===== config.mk =====
export PLATFORM = sky130hd
export DESIGN_NAME = char_motion_ctrl_flat
export DESIGN_NICKNAME = d
export VERILOG_FILES = /design/src/rtl/char_motion_ctrl_if.sv /design/src/rtl/char_motion_ctrl.sv /design/src/flat_wrapper.sv
export SDC_FILE = /design/constraint.sdc
export NUM_CORES = 1
export LEC_CHECK = 0
export ABC_AREA = 0
export ABC_CLOCK_PERIOD_IN_PS = 4300
export CORE_AREA = 2 2 91 84
export DETAILED_ROUTE_END_ITERATION = 6
export DIE_AREA = 0 0 93 86
export PLACE_DENSITY = 0.78
export SYNTH_ARGS = -nofsm -noshare
export SYNTH_HDL_FRONTEND = slang
export SYNTH_SLANG_ARGS = --single-unit

===== constraint.sdc =====
create_clock -name clk -period 4.3 [get_ports clk]
set_input_delay 0.86 -clock clk [delete_from_list [all_inputs] [get_ports clk]]
set_output_delay 0.86 -clock clk [all_outputs]
set_load 0.005 [all_outputs]

===== src/rtl/char_motion_ctrl_if.sv =====
// Command/position bundle between game logic, the motion controller and the sprite stage.
interface char_motion_ctrl_if #(
  parameter int X_W = 10,
  parameter int Y_W = 10
);
  logic           module_en;
  logic           jump_left;
  logic           jump_right;
  logic           jump_fail;
  logic [1:0]     jump_dist;
  logic [X_W-1:0] xpos;
  logic [Y_W-1:0] ypos;
  logic           mirror;
  logic           airborne;
  logic           landed;
  logic           buf_full;

  // game logic side: issues commands, watches position and landing
  modport master (
    output module_en, jump_left, jump_right, jump_fail, jump_dist,
    input  xpos, ypos, mirror, airborne, landed, buf_full
  );

  // controller side
  modport slave (
    input  module_en, jump_left, jump_right, jump_fail, jump_dist,
    output xpos, ypos, mirror, airborne, landed, buf_full
  );
endinterface


===== src/rtl/char_motion_ctrl.sv =====
// Player character motion controller: jump/fall trajectories on a slow movement
// tick, screen-edge clamping, and a one-entry command buffer for chained jumps.
module char_motion_ctrl #(
  parameter int X_W         = 10,
  parameter int Y_W         = 10,
  parameter int START_X     = 355,
  parameter int START_Y     = 454,
  parameter int TICK_DIV    = 78000,
  parameter int JUMP_STEPS  = 80,
  parameter int STEP_X      = 1,
  parameter int STEP_Y      = 2,
  parameter int FALL_STEPS  = 201,
  parameter int FALL_STEP_Y = 1,
  parameter int X_MIN       = 0,
  parameter int X_MAX       = 711,
  parameter int BUF_EN      = 1
) (
  input logic             clk,
  input logic             rst_n,
  char_motion_ctrl_if.slave bus
);

  localparam int TC_W  = (TICK_DIV > 2) ? $clog2(TICK_DIV) : 1;
  localparam int T_MAX = (JUMP_STEPS > FALL_STEPS) ? JUMP_STEPS : FALL_STEPS;
  localparam int T_W   = $clog2(T_MAX + 1);
  localparam int HALF  = JUMP_STEPS / 2;
  // two bits of headroom so x +/- STEP_X*3 and y +/- step never wrap before clamping
  localparam int XS_W  = X_W + 2;
  localparam int YS_W  = Y_W + 2;

  typedef enum logic [1:0] {S_IDLE, S_JUMP, S_FALL} state_t;
  typedef enum logic [1:0] {CMD_LEFT, CMD_RIGHT, CMD_FAIL} cmd_t;

  state_t r_state, w_nxt_state;
  cmd_t   r_bcmd, w_nxt_bcmd, w_cmd, w_lcmd;

  logic [TC_W-1:0] r_tick_cnt;
  logic            w_tick, w_clr;
  logic [T_W-1:0]  r_timer, w_nxt_timer;
  logic            r_dir, w_nxt_dir;
  logic            r_mirror, w_nxt_mirror;
  logic            r_landed, w_nxt_landed;
  logic            r_airborne;
  logic            r_bvld, w_nxt_bvld;
  logic [1:0]      r_mult, w_nxt_mult;
  logic [1:0]      r_bdist, w_nxt_bdist, w_ldist;
  logic [X_W-1:0]  r_xpos, w_nxt_x, w_x_clamp;
  logic [Y_W-1:0]  r_ypos, w_nxt_y, w_y_clamp;
  logic            w_any, w_launch, w_jump_last, w_fall_last;

  logic signed [XS_W-1:0] w_xstep, w_xsum;
  logic signed [YS_W-1:0] w_ystep, w_ysum;

  assign w_clr       = !rst_n || !bus.module_en;
  assign w_tick      = (r_tick_cnt == TC_W'(TICK_DIV - 1));
  assign w_jump_last = (r_timer == T_W'(JUMP_STEPS - 1));
  assign w_fall_last = (r_timer == T_W'(FALL_STEPS - 1));
  assign w_any       = bus.jump_fail || bus.jump_left || bus.jump_right;

  // strobe decode: fail beats left beats right
  always_comb begin
    w_cmd = CMD_RIGHT;
    if (bus.jump_fail)      w_cmd = CMD_FAIL;
    else if (bus.jump_left) w_cmd = CMD_LEFT;
  end

  // free-running movement tick divider
  always_ff @(posedge clk) begin
    if (w_clr || w_tick) r_tick_cnt <= '0;
    else                 r_tick_cnt <= r_tick_cnt + TC_W'(1);
  end

  // horizontal step with saturation to the screen edges
  always_comb begin
    w_xstep = $signed(XS_W'(STEP_X * int'(r_mult)));
    w_xsum  = r_dir ? ($signed({2'b00, r_xpos}) - w_xstep)
                    : ($signed({2'b00, r_xpos}) + w_xstep);
    if (w_xsum < $signed(XS_W'(X_MIN)))      w_x_clamp = X_W'(X_MIN);
    else if (w_xsum > $signed(XS_W'(X_MAX))) w_x_clamp = X_W'(X_MAX);
    else                                     w_x_clamp = w_xsum[X_W-1:0];
  end

  // vertical step: rise for the first half of a jump, sink for the rest, fall slowly
  always_comb begin
    if (r_state == S_FALL)               w_ystep = $signed(YS_W'(FALL_STEP_Y));
    else if (r_timer < T_W'(HALF))       w_ystep = -$signed(YS_W'(STEP_Y));
    else                                 w_ystep = $signed(YS_W'(STEP_Y));
    w_ysum = $signed({2'b00, r_ypos}) + w_ystep;
    if (w_ysum < $signed(YS_W'(0)))                     w_y_clamp = '0;
    else if (w_ysum > $signed({2'b00, {Y_W{1'b1}}}))    w_y_clamp = '1;
    else                                                w_y_clamp = w_ysum[Y_W-1:0];
  end

  // next-state, trajectory and buffer logic
  always_comb begin
    w_nxt_state  = r_state;
    w_nxt_timer  = r_timer;
    w_nxt_dir    = r_dir;
    w_nxt_mult   = r_mult;
    w_nxt_mirror = r_mirror;
    w_nxt_x      = r_xpos;
    w_nxt_y      = r_ypos;
    w_nxt_landed = 1'b0;
    w_nxt_bvld   = r_bvld;
    w_nxt_bcmd   = r_bcmd;
    w_nxt_bdist  = r_bdist;
    w_launch     = 1'b0;
    w_lcmd       = w_cmd;
    w_ldist      = bus.jump_dist;

    case (r_state)
      S_IDLE: begin
        if (w_any) w_launch = 1'b1;
      end
      S_JUMP: begin
        if (w_tick) begin
          w_nxt_x = w_x_clamp;
          w_nxt_y = w_y_clamp;
          if (w_jump_last) begin
            w_nxt_landed = 1'b1;
            w_nxt_timer  = '0;
            if (r_bvld) begin
              // buffered command wins; any fresh strobe this cycle is dropped
              w_launch   = 1'b1;
              w_lcmd     = r_bcmd;
              w_ldist    = r_bdist;
              w_nxt_bvld = 1'b0;
            end else if (w_any) begin
              w_launch = 1'b1;
            end else begin
              w_nxt_state = S_IDLE;
            end
          end else begin
            w_nxt_timer = r_timer + T_W'(1);
          end
        end
        // mid-flight capture; a stored fail is never displaced by a jump
        if ((BUF_EN != 0) && w_any && !(w_tick && w_jump_last) &&
            (w_cmd == CMD_FAIL || !(r_bvld && r_bcmd == CMD_FAIL))) begin
          w_nxt_bvld  = 1'b1;
          w_nxt_bcmd  = w_cmd;
          w_nxt_bdist = bus.jump_dist;
        end
      end
      S_FALL: begin
        if (w_tick) begin
          w_nxt_y = w_y_clamp;
          if (w_fall_last) begin
            w_nxt_landed = 1'b1;
            w_nxt_timer  = '0;
            w_nxt_state  = S_IDLE;
          end else begin
            w_nxt_timer = r_timer + T_W'(1);
          end
        end
      end
      default: w_nxt_state = S_IDLE;
    endcase

    if (w_launch) begin
      w_nxt_timer = '0;
      if (w_lcmd == CMD_FAIL) begin
        w_nxt_state = S_FALL;
      end else begin
        w_nxt_state  = S_JUMP;
        w_nxt_dir    = (w_lcmd == CMD_LEFT);
        w_nxt_mirror = (w_lcmd == CMD_LEFT);
        w_nxt_mult   = (w_ldist == 2'd0) ? 2'd1 : w_ldist;
      end
    end
  end

  // state register
  always_ff @(posedge clk) begin
    if (w_clr) r_state <= S_IDLE;
    else       r_state <= w_nxt_state;
  end

  // datapath and registered outputs
  always_ff @(posedge clk) begin
    if (w_clr) begin
      r_timer    <= '0;
      r_dir      <= 1'b0;
      r_mult     <= 2'd1;
      r_mirror   <= 1'b0;
      r_xpos     <= X_W'(START_X);
      r_ypos     <= Y_W'(START_Y);
      r_landed   <= 1'b0;
      r_airborne <= 1'b0;
      r_bvld     <= 1'b0;
      r_bcmd     <= CMD_RIGHT;
      r_bdist    <= 2'd1;
    end else begin
      r_timer    <= w_nxt_timer;
      r_dir      <= w_nxt_dir;
      r_mult     <= w_nxt_mult;
      r_mirror   <= w_nxt_mirror;
      r_xpos     <= w_nxt_x;
      r_ypos     <= w_nxt_y;
      r_landed   <= w_nxt_landed;
      r_airborne <= (w_nxt_state != S_IDLE);
      r_bvld     <= w_nxt_bvld;
      r_bcmd     <= w_nxt_bcmd;
      r_bdist    <= w_nxt_bdist;
    end
  end

  assign bus.xpos     = r_xpos;
  assign bus.ypos     = r_ypos;
  assign bus.mirror   = r_mirror;
  assign bus.airborne = r_airborne;
  assign bus.landed   = r_landed;
  assign bus.buf_full = r_bvld;

endmodule


===== src/flat_wrapper.sv =====
// flat-port wrapper written by rule: the top's interface ports become plain ports
module char_motion_ctrl_flat 
#(
  parameter int X_W         = 10,
  parameter int Y_W         = 10,
  parameter int START_X     = 355,
  parameter int START_Y     = 454,
  parameter int TICK_DIV    = 78000,
  parameter int JUMP_STEPS  = 80,
  parameter int STEP_X      = 1,
  parameter int STEP_Y      = 2,
  parameter int FALL_STEPS  = 201,
  parameter int FALL_STEP_Y = 1,
  parameter int X_MIN       = 0,
  parameter int X_MAX       = 711,
  parameter int BUF_EN      = 1
)
  (clk, rst_n, bus_module_en, bus_jump_left, bus_jump_right, bus_jump_fail, bus_jump_dist, bus_xpos, bus_ypos, bus_mirror, bus_airborne, bus_landed, bus_buf_full);
  char_motion_ctrl_if #(.X_W(X_W), .Y_W(Y_W)) bus_i ();
  input logic clk;
  input logic rst_n;
  input wire logic [$bits(bus_i.module_en)-1:0] bus_module_en;
  input wire logic [$bits(bus_i.jump_left)-1:0] bus_jump_left;
  input wire logic [$bits(bus_i.jump_right)-1:0] bus_jump_right;
  input wire logic [$bits(bus_i.jump_fail)-1:0] bus_jump_fail;
  input wire logic [$bits(bus_i.jump_dist)-1:0] bus_jump_dist;
  output wire logic [$bits(bus_i.xpos)-1:0] bus_xpos;
  output wire logic [$bits(bus_i.ypos)-1:0] bus_ypos;
  output wire logic [$bits(bus_i.mirror)-1:0] bus_mirror;
  output wire logic [$bits(bus_i.airborne)-1:0] bus_airborne;
  output wire logic [$bits(bus_i.landed)-1:0] bus_landed;
  output wire logic [$bits(bus_i.buf_full)-1:0] bus_buf_full;
  assign bus_i.module_en = bus_module_en;
  assign bus_i.jump_left = bus_jump_left;
  assign bus_i.jump_right = bus_jump_right;
  assign bus_i.jump_fail = bus_jump_fail;
  assign bus_i.jump_dist = bus_jump_dist;
  assign bus_xpos = bus_i.xpos;
  assign bus_ypos = bus_i.ypos;
  assign bus_mirror = bus_i.mirror;
  assign bus_airborne = bus_i.airborne;
  assign bus_landed = bus_i.landed;
  assign bus_buf_full = bus_i.buf_full;
  char_motion_ctrl #(.X_W(X_W), .Y_W(Y_W), .START_X(START_X), .START_Y(START_Y), .TICK_DIV(TICK_DIV), .JUMP_STEPS(JUMP_STEPS), .STEP_X(STEP_X), .STEP_Y(STEP_Y), .FALL_STEPS(FALL_STEPS), .FALL_STEP_Y(FALL_STEP_Y), .X_MIN(X_MIN), .X_MAX(X_MAX), .BUF_EN(BUF_EN)) u_core (.clk(clk), .rst_n(rst_n), .bus(bus_i));
endmodule

== Word-level counts from Yosys, hierarchy flattened ==
Cells that the tools add are included.

* Register bits after elaboration: 57
* Input bits: 8
* Output and inout bits: 24
* Logic and storage cells: 106

* Add/sub/neg operators: 5
* Magnitude comparators: 5
* Equality and inequality tests: 10
* Multiplexer cells: 45
* Bitwise operators: 1
* Reductions and logical operators: 28

{| class="wikitable"
|+ Operators with widths
! operator !! number
|-
| two-way mux 10 bit || 4
|-
| two-way mux 12 bit || 3
|-
| two-way mux 2 bit || 18
|-
| two-way mux 8 bit || 4
|-
| > comparator 12 x 11 -> 1 bit, second input constant || 2
|-
| < comparator 12 x 1 -> 1 bit, second input constant || 2
|-
| adder 17 x 1 -> 17 bit, second input constant || 1
|-
| equality test 17 bit, second input constant || 1
|-
| case mux 8 bit (2 select lines) || 1
|-
| adder 11 x 12 -> 12 bit || 1
|-
| two-way mux 1 bit || 12
|-
| adder 10 x 2 -> 11 bit || 1
|-
| subtractor 10 x 2 -> 11 bit || 1
|-
| adder 8 x 1 -> 8 bit, second input constant || 1
|-
| equality test 2 bit, second input constant || 4
|-
| equality test 8 x 7 -> 1 bit, second input constant || 1
|-
| equality test 8 bit, second input constant || 1
|-
| < comparator 8 x 6 -> 1 bit, second input constant || 1
|-
| AND reduction 2 bit || 4
|-
| nonzero test 2 bit || 4
|-
| zero test 2 bit || 3
|-
| case mux 2 bit (3 select lines) || 1
|-
| AND reduction 3 bit || 2
|-
| logical OR 1 bit || 5
|-
| other kinds (7) || 16
|}

== Longest topological paths before layout ==
Gate-level depths: netlist of run 1.

* Depth in word-level cells: 10
* Mapped depth: 13
* Depth with buffers taken out: 13

== Least setup slack after synthesis of run 1 ==
Ideal clock, no wire load.

* Kind: register -> register
* From: register u_core.r_state[0]
* To: register u_core.r_ypos[3] (netlist: u_core.bus.ypos[3])
* Library setup time: 71 ps
* Arrival: 3979 ps
* Data required time: 4229 ps
* Slack: 251 ps
* Stages on the path, launching flop included: 13
* Buffers on the path: 0
* Period minus slack after synthesis: 4049 ps
* Cell sequence: dfxtp_1 inv_1 ha_1 nor4b_1 ha_1 o21ai_0 o21bai_1 a2111oi_0 a2111oi_0 or4_1 a21oi_2 o21ai_0 a21oi_1

* Longest elaborated chain between the ends: 6
* Elaborated cells between the ends (all ways): 10
* Those cells by class: add/sub: 1; order compare: 2; eq/ne: 2; mux: 3; reduce/logical: 2

{| class="wikitable"
|+ RTL lines
! item !! line !! source
|-
| from (decl) || char_motion_ctrl.sv:34 || <nowiki>state_t r_state, w_nxt_state;</nowiki>
|-
| from (signal assigned) || char_motion_ctrl.sv:176 || <nowiki>else r_state <= w_nxt_state;</nowiki>
|-
| equality test 2 bit || char_motion_ctrl.sv:85, char_motion_ctrl.sv:111 ||
|-
| two-way mux 12 bit || char_motion_ctrl.sv:85 || <nowiki>if (r_state == S_FALL) w_ystep = $signed(YS_W'(FALL_STEP_Y));</nowiki>
|-
| adder 11 x 12 -> 12 bit || char_motion_ctrl.sv:88 || <nowiki>w_ysum = $signed({2'b00, r_ypos}) + w_ystep;</nowiki>
|-
| > comparator 12 x 11 -> 1 bit || char_motion_ctrl.sv:90 || <nowiki>else if (w_ysum > $signed({2'b00, {Y_W{1'b1}}})) w_y_clamp = '1;</nowiki>
|-
| two-way mux 10 bit || char_motion_ctrl.sv:90 ||
|-
| two-way mux 10 bit || char_motion_ctrl.sv:89 || <nowiki>if (w_ysum < $signed(YS_W'(0))) w_y_clamp = '0;</nowiki>
|-
| to (signal assigned) || char_motion_ctrl.sv:187 || <nowiki>r_ypos <= Y_W'(START_Y);</nowiki>
|-
| to (signal assigned) || char_motion_ctrl.sv:199 || <nowiki>r_ypos <= w_nxt_y;</nowiki>
|-
| to (decl) || char_motion_ctrl.sv:48 || <nowiki>logic [Y_W-1:0] r_ypos, w_nxt_y, w_y_clamp;</nowiki>
|}

Parallel ways exist; a longest one is shown, timed or not.
A chain may end at the register's enable or synchronous reset.

== Final worst setup path of run 1 ==
Same ends and word-level chain as after synthesis.

==> impl_metrics.yaml, run 1 <==
run_status:
  status: "complete, no violations"
placed_design:
  dpl.hpwl_um: 6110
  gp_congestion: 0.885
  portBuffers: 31
global_routing:
  antenna_found_initial: 0
  overflow: 0
  grt_pass1_vias: 3173
  grt_max_degree: 30
  grt_pass1_wl_um: 14200
  grt.total_usage_pct: 21.7
logic_synthesis:
  synth_top_area_share_pct: 31.4
  synth-edff-count: 0
  yosys_most_used_dff: "dfxtp_1"
  async_flop_share_pct: 0
  yosysTopAreaCell: "dfxtp_1"
  synth_warnings: 0
  synth_top_cells_by_area: "dfxtp_1 31%, ha_1 7.6%, nand2_1 5.3%, a21oi_1 4.4%, xnor2_1 4.3%"
  synth.most_common_cell: "dfxtp_1"
  syn_inst: 445
  ys_seq_elements: 57
  yosysSeqAreaShare_pct: 31.4
  ys_types: 69
  syn_avg_cell_area_um2: 8.16
  syn-num-nets: 478
  synth_area_um2: 3630
  synthTopCellsByCount: "57 x dfxtp_1, 51 x nand2_1, 41 x nor2_1"
flow_run:
  maxCapViolCount: 0
drt:
  ant_nets: 0
  vias_per_cell: 5.86
  wl_per_cell_um: 14.7
  routed_wl_um: 8410
  detail_route.first_pass.iterations: 4
  drc: 0
  drt_iter0_markers: 167
  vias: 3355
critical_path:
  path_cells: "inv_1 -> ha_1 -> nor4b_2 -> buf_4 -> ha_1 -> o21ai_0 -> o21bai_1 -> a2111oi_0 -> a2111oi_0 -> or4_1 -> a21oi_2 -> o21ai_0 -> a21oi_1"
  slowest_stage: "or4_1"
  crit_type: "reg2reg"
  start_kind: "flop"
  cp.depth: 13
  cp.required_ns: 4.55
  r2r_cells: 13
  crit_buf_inv: 2
  end_kind: "flop"
  critPathMaxStageDelay_ns: 0.43
  crit_fanout: 13
  critical-path-top-delay-family: "compound AO/OA/AOI/OAI gates"
  crit_arrival_ns: 3.87
layout:
  diodes: 0
  fill_cells: 649
  drive_above_1_share_pct: 7.08
  area_growth_pct: 16.5
  fin_nets: 509
die:
  core_um2: 6970
  die_x_um: 93
  start_util_pct: 52.1
  io_pins: 32
  die-area_um2: 8000
  die_h_um: 86
  fp-row-count: 29
sta:
  fin_skew_ns: 0.00245
  finalSetupViolCount: 0
  finalSetupTns_ns: 0
  slew_headroom_pct: 25.2
  rsz0062_at_grt: "no"
  drv_slew: 0
  final_hold_viol_count: 0
  final.min_clock_period_ns: 3.63
  fin_crit_sh_pct: 84.3
  tightestPinTransition_ns: 1.12
  fmax_mhz: 276
pwr:
  power.total_mw: 1.19
  vdd_drop_max_uv: 172
  powerDensity_nw_per_um2: 282
  leakagePower_nw: 1.51
min_path:
  worstHoldPathCells: 1
  hp-class: "reg2reg"
clock_tree:
  ctsHoldBuffers: 0
  cts_tree: "done"
  cts_buffer_depth: 2
  clock-sinks: 57
  clk_pin_slew_ns: 0.06
  htreeDepth: 3
  clk_latency_ns: 0.33
  cts_root_buf: "clkbuf_8"
  cts_resized: 0
  post_cts_buffers: 0
  cts_made_buffers: 9
-- cells in the final DEF (no fill, tap or decap), types with 2 or more instances in the layout --
cell type,netlist,layout
a2111oi_0,3,3
a211o_1,4,4
a211oi_1,4,4
a21boi_0,3,3
a21o_1,2,2
a21oi_1,32,32
a31oi_1,2,2
and2_1,4,4
and3_1,5,5
bufinv_16,0,2
clkbuf_1,10,2
clkbuf_8,0,10
clkdlybuf4s50_1,0,31
dfxtp_1,57,57
fa_1,3,3
ha_1,22,22
inv_1,23,23
mux2_2,2,2
mux2i_1,5,5
nand2_1,51,51
nand2b_1,7,7
nand3_1,17,17
nand3b_1,2,2
nand4_1,11,11
nor2_1,41,41
nor2b_1,3,3
nor3_1,10,10
nor3_2,2,2
nor3_4,2,2
nor3b_1,3,3
nor4b_1,3,2
o211ai_1,3,3
o21a_1,5,5
o21ai_0,27,27
o31ai_1,3,3
o41ai_1,2,2
or3_1,6,6
or4_1,3,3
xnor2_1,18,18
xor2_1,13,13
-- power breakdown --
group	internal, mW	switching, mW	total (mW)
combinational	0.0427	0.0610	0.104
sequential	0.533	0.00535	0.538
clock	0.338	0.211	0.549
-- per-layer routing --
layer	track usage (%)	vias to the layer above	routed length (um)
li1	-	1652	-
met1	27.9	1589	3880
met2	36.7	99	3960
met3	4.75	15	469
met4	6.42	0	103
met5	0	-	0
-- flip-flops by register name, summed over array words and instances (netlist names) --
register / count
u_core.r_tick_cnt: 17
u_core.bus.xpos: 10
u_core.bus.ypos: 10
u_core.r_timer: 8
u_core.r_bcmd: 2
u_core.r_bdist: 2
u_core.r_mult: 2
u_core.r_state: 2
u_core.bus.airborne: 1
u_core.bus.buf_full: 1
u_core.bus.landed: 1
u_core.r_dir: 1
-- final cells by class --
type / count / area [um2] / share of cell area (%)
clock buffer: 12 / 145 / 3.43
clock inverter: 3 / 65.1 / 1.54
inverter: 23 / 86.3 / 2.04
multi-input combinational: 353 / 2360 / 55.7
sequential: 57 / 1140 / 27.0
tap: 93 / 116 / 2.75
timing repair buffer: 32 / 318 / 7.51
-- through the flow --
stage	cells	hold slack, ns	setup WS [ns]	utilization (%)	cell area (um2)
5_1_grt	573	0.459	0.301	60.7	4230
3_3_place_gp	558	0.425	0.874	57.7	4020
6_report	573	0.444	0.674	60.7	4230
4_1_cts	573	0.447	0.700	60.7	4230
3_5_place_dp	558	0.437	0.719	57.7	4020
2_1_floorplan	445	0.413	0.251	-	3630
-- final timing paths --
check	startpoint	end	slack, ns
max	u_core.r_state[0]$_SDFF_PP0_	u_core.bus.ypos[3]$_SDFFE_PP0P_	0.67
min	u_core.r_tick_cnt[0]$_SDFF_PP0_	u_core.r_tick_cnt[0]$_SDFF_PP0_	0.44
max reg2reg	u_core.r_state[0]$_SDFF_PP0_	u_core.bus.ypos[3]$_SDFFE_PP0P_	0.67
min reg2reg	u_core.r_tick_cnt[0]$_SDFF_PP0_	u_core.r_tick_cnt[0]$_SDFF_PP0_	0.44
-- cells by family after synthesis --
family / after synthesis / synth area share [%]
AO/OA/AOI/OAI: 105 / 18.7
adder cells (fa/ha/maj): 25 / 9.23
XOR/XNOR: 31 / 7.48
flip-flops: 57 / 31.4
multiplexers: 7 / 2.00
AND/OR/NAND/NOR: 185 / 27.4
buffers and inverters: 35 / 3.82
Power figures use the tool's default switching activity.
==> run 2: changes to the inputs <==
Settings changed: ABC_CLOCK_PERIOD_IN_PS 4300 to 3800, CORE_AREA 2 2 91 84 to 2 2 89 83, DIE_AREA 0 0 93 86 to 0 0 91 85.
Clock period 4.3 ns to 3.8 ns, I/O delays scaled along.
==> impl_metrics.yaml, run 2 (same netlist as run 1, synthesis figures left out) <==
drt:
  vias_per_cell: 5.83
  drc: 0
  ant_nets: 0
  drt_iter0_markers: 171
  routed_wl_um: 8340
  wl_per_cell_um: 14.5
  vias: 3359
  detail_route.first_pass.iterations: 4
placed_design:
  portBuffers: 31
  gp_congestion: 0.934
  dpl.hpwl_um: 6080
  dpl-instance-area_um2: 4020
  place_inst: 558
layout:
  diodes: 0
  largest_reg_flops: 17
  largest_register: "u_core.r_tick_cnt"
  final_common_cell: "dfxtp_1"
  final_cell_mix: "57 x dfxtp_1, 51 x nand2_1, 41 x nor2_1"
  fill_cells: 610
  area_growth_pct: 17.6
  drive_above_1_share_pct: 8.07
  finalInstanceArea_um2: 4270
  fin_nets: 511
  stdcell_count: 576
  fin_util_pct: 62.6
critical_path:
  end_kind: "flop"
  cp.required_ns: 4.08
  crit_arrival_ns: 3.72
  start_kind: "flop"
  r2r_cells: 14
  critPathMaxStageDelay_ns: 0.47
  path_cells: "inv_1 -> ha_1 -> nor4b_2 -> buf_4 -> ha_1 -> o21ai_0 -> o21bai_1 -> a2111oi_1 -> a2111oi_0 -> or4_1 -> a21oi_4 -> buf_4 -> o21ai_0 -> nand2_1"
  slowest_stage: "or4_1"
  crit_fanout: 12
  worstReg2RegEnd: "u_core.bus.ypos[1]$_SDFFE_PP1P_"
  crit_buf_inv: 3
  r2r-start: "u_core.r_state[0]$_SDFF_PP0_"
  rrSetupSlack_ns: 0.36
  critical-path-top-delay-family: "compound AO/OA/AOI/OAI gates"
  crit_type: "reg2reg"
min_path:
  hp-class: "reg2reg"
  hold_end: "u_core.r_tick_cnt[0]$_SDFF_PP0_"
  worstHoldPathCells: 1
  min_from: "u_core.r_tick_cnt[0]$_SDFF_PP0_"
pwr:
  leakagePower_nw: 1.53
  switchingPower_uw: 319
  vdd_drop_max_uv: 214
  power.total_mw: 1.37
  powerDensity_nw_per_um2: 321
  switching_share_pct: 23.3
  p_clk_share_pct: 47.1
  seq_power_share_pct: 44.3
  internal_power_mw: 1.05
  combPwrFrac_pct: 8.6
die:
  core_um2: 6820
  die-area_um2: 7740
  io_pins: 32
  die_x_um: 91
  die_h_um: 85
  start_util_pct: 53.2
  fp-row-count: 29
sta:
  tightestPinTransition_ns: 1.08
  drv_slew: 0
  finalSetupTns_ns: 0
  fin_skew_ns: 0.0132
  rsz0062_at_grt: "no"
  slew_headroom_pct: 28.1
  fin_crit_sh_pct: 90.5
  final_hold_viol_count: 0
  finalSetupViolCount: 0
  fmax_mhz: 291
  final.min_clock_period_ns: 3.44
clock_tree:
  cts_tree: "done"
  cts_buffer_depth: 2
  cts_root_buf: "clkbuf_8"
  cts_made_buffers: 9
  clock-sinks: 57
  clk_latency_ns: 0.33
  htreeDepth: 3
  clk_pin_slew_ns: 0.07
global_routing:
  antenna_found_initial: 0
  grt.total_usage_pct: 22.5
  grt_max_degree: 30
  grt_pass1_wl_um: 14500
  overflow: 0
  grt_pass1_vias: 3159
flow_run:
  maxCapViolCount: 0
run_status:
  status: "complete, no violations"
[run 2: how the worst max path moves through the flow]
| stage | end | slack (ns) | start | cells after the start |
|---|---|---|---|---|
| detailed placement | u_core.bus.ypos[5]$_SDFFE_PP0P_ | 0.34 | u_core.r_state[0]$_SDFF_PP0_ | 13 |
| global placement | u_core.bus.ypos[9]$_SDFFE_PP0P_ | 0.41 | u_core.r_state[0]$_SDFF_PP0_ | 13 |
| floorplan | u_core.bus.ypos[3]$_SDFFE_PP0P_ | 0.27 | u_core.r_state[0]$_SDFF_PP0_ | 12 |
| CTS | u_core.bus.ypos[5]$_SDFFE_PP0P_ | 0.30 | u_core.r_state[0]$_SDFF_PP0_ | 13 |
| global route | u_core.bus.ypos[9]$_SDFFE_PP0P_ | 0.02 | u_core.r_state[0]$_SDFF_PP0_ | 13 |
| finish | u_core.bus.ypos[1]$_SDFFE_PP1P_ | 0.36 | u_core.r_state[0]$_SDFF_PP0_ | 14 |
[run 2: repair_timing]
action | CTS | global route
setup endpoints to repair | 0 | 8
hold buffers | 0 | 0
buffers inserted | 0 | 2
gates resized for setup | 0 | 2
[run 2: metal layers]
layer  up-vias  routed length (um)  global-route usage [%]
met5         -                   0                       0
met4         0                  86                    8.54
met3         7                 277                    3.11
met2        66                4100                    38.7
met1      1623                3870                    28.8
li1       1663                   -                       -
[run 2: worst register-to-register path: cells and delay by family (launching register included)]
kind            cells  cell delay, ns
flops               1            0.40
simple gates        3            0.82
buf+inv             3            0.48
fa+ha+maj           2            0.58
compound gates      6            1.11
[run 2: final cells by class]
cell class | instances | area, um2 | area share (%)
Sequential cell | 57 | 1140 | 26.7
Multi-Input combinational cell | 353 | 2370 | 55.4
Timing Repair Buffer | 34 | 333 | 7.79
Tap cell | 93 | 116 | 2.72
Clock inverter | 5 | 77.6 | 1.82
Inverter | 23 | 86.3 | 2.02
Clock buffer | 11 | 151 | 3.54
[run 2: power groups by stage]
stage               clock network [mW]  registers [mW]  logic [mW]
finish                           0.646           0.609       0.118
CTS                              0.658           0.608       0.116
global placement                     0           0.622       0.113
global route                     0.684           0.609       0.132
floorplan                            0           0.620      0.0852
detailed placement                   0           0.622       0.115
[run 2: stage by stage]
step	setup slack, ns	hold slack [ns]
detailed placement	0.341	0.434
finish	0.360	0.439
CTS	0.304	0.443
global route	0.0188	0.460
floorplan	0.269	0.413
global placement	0.413	0.425
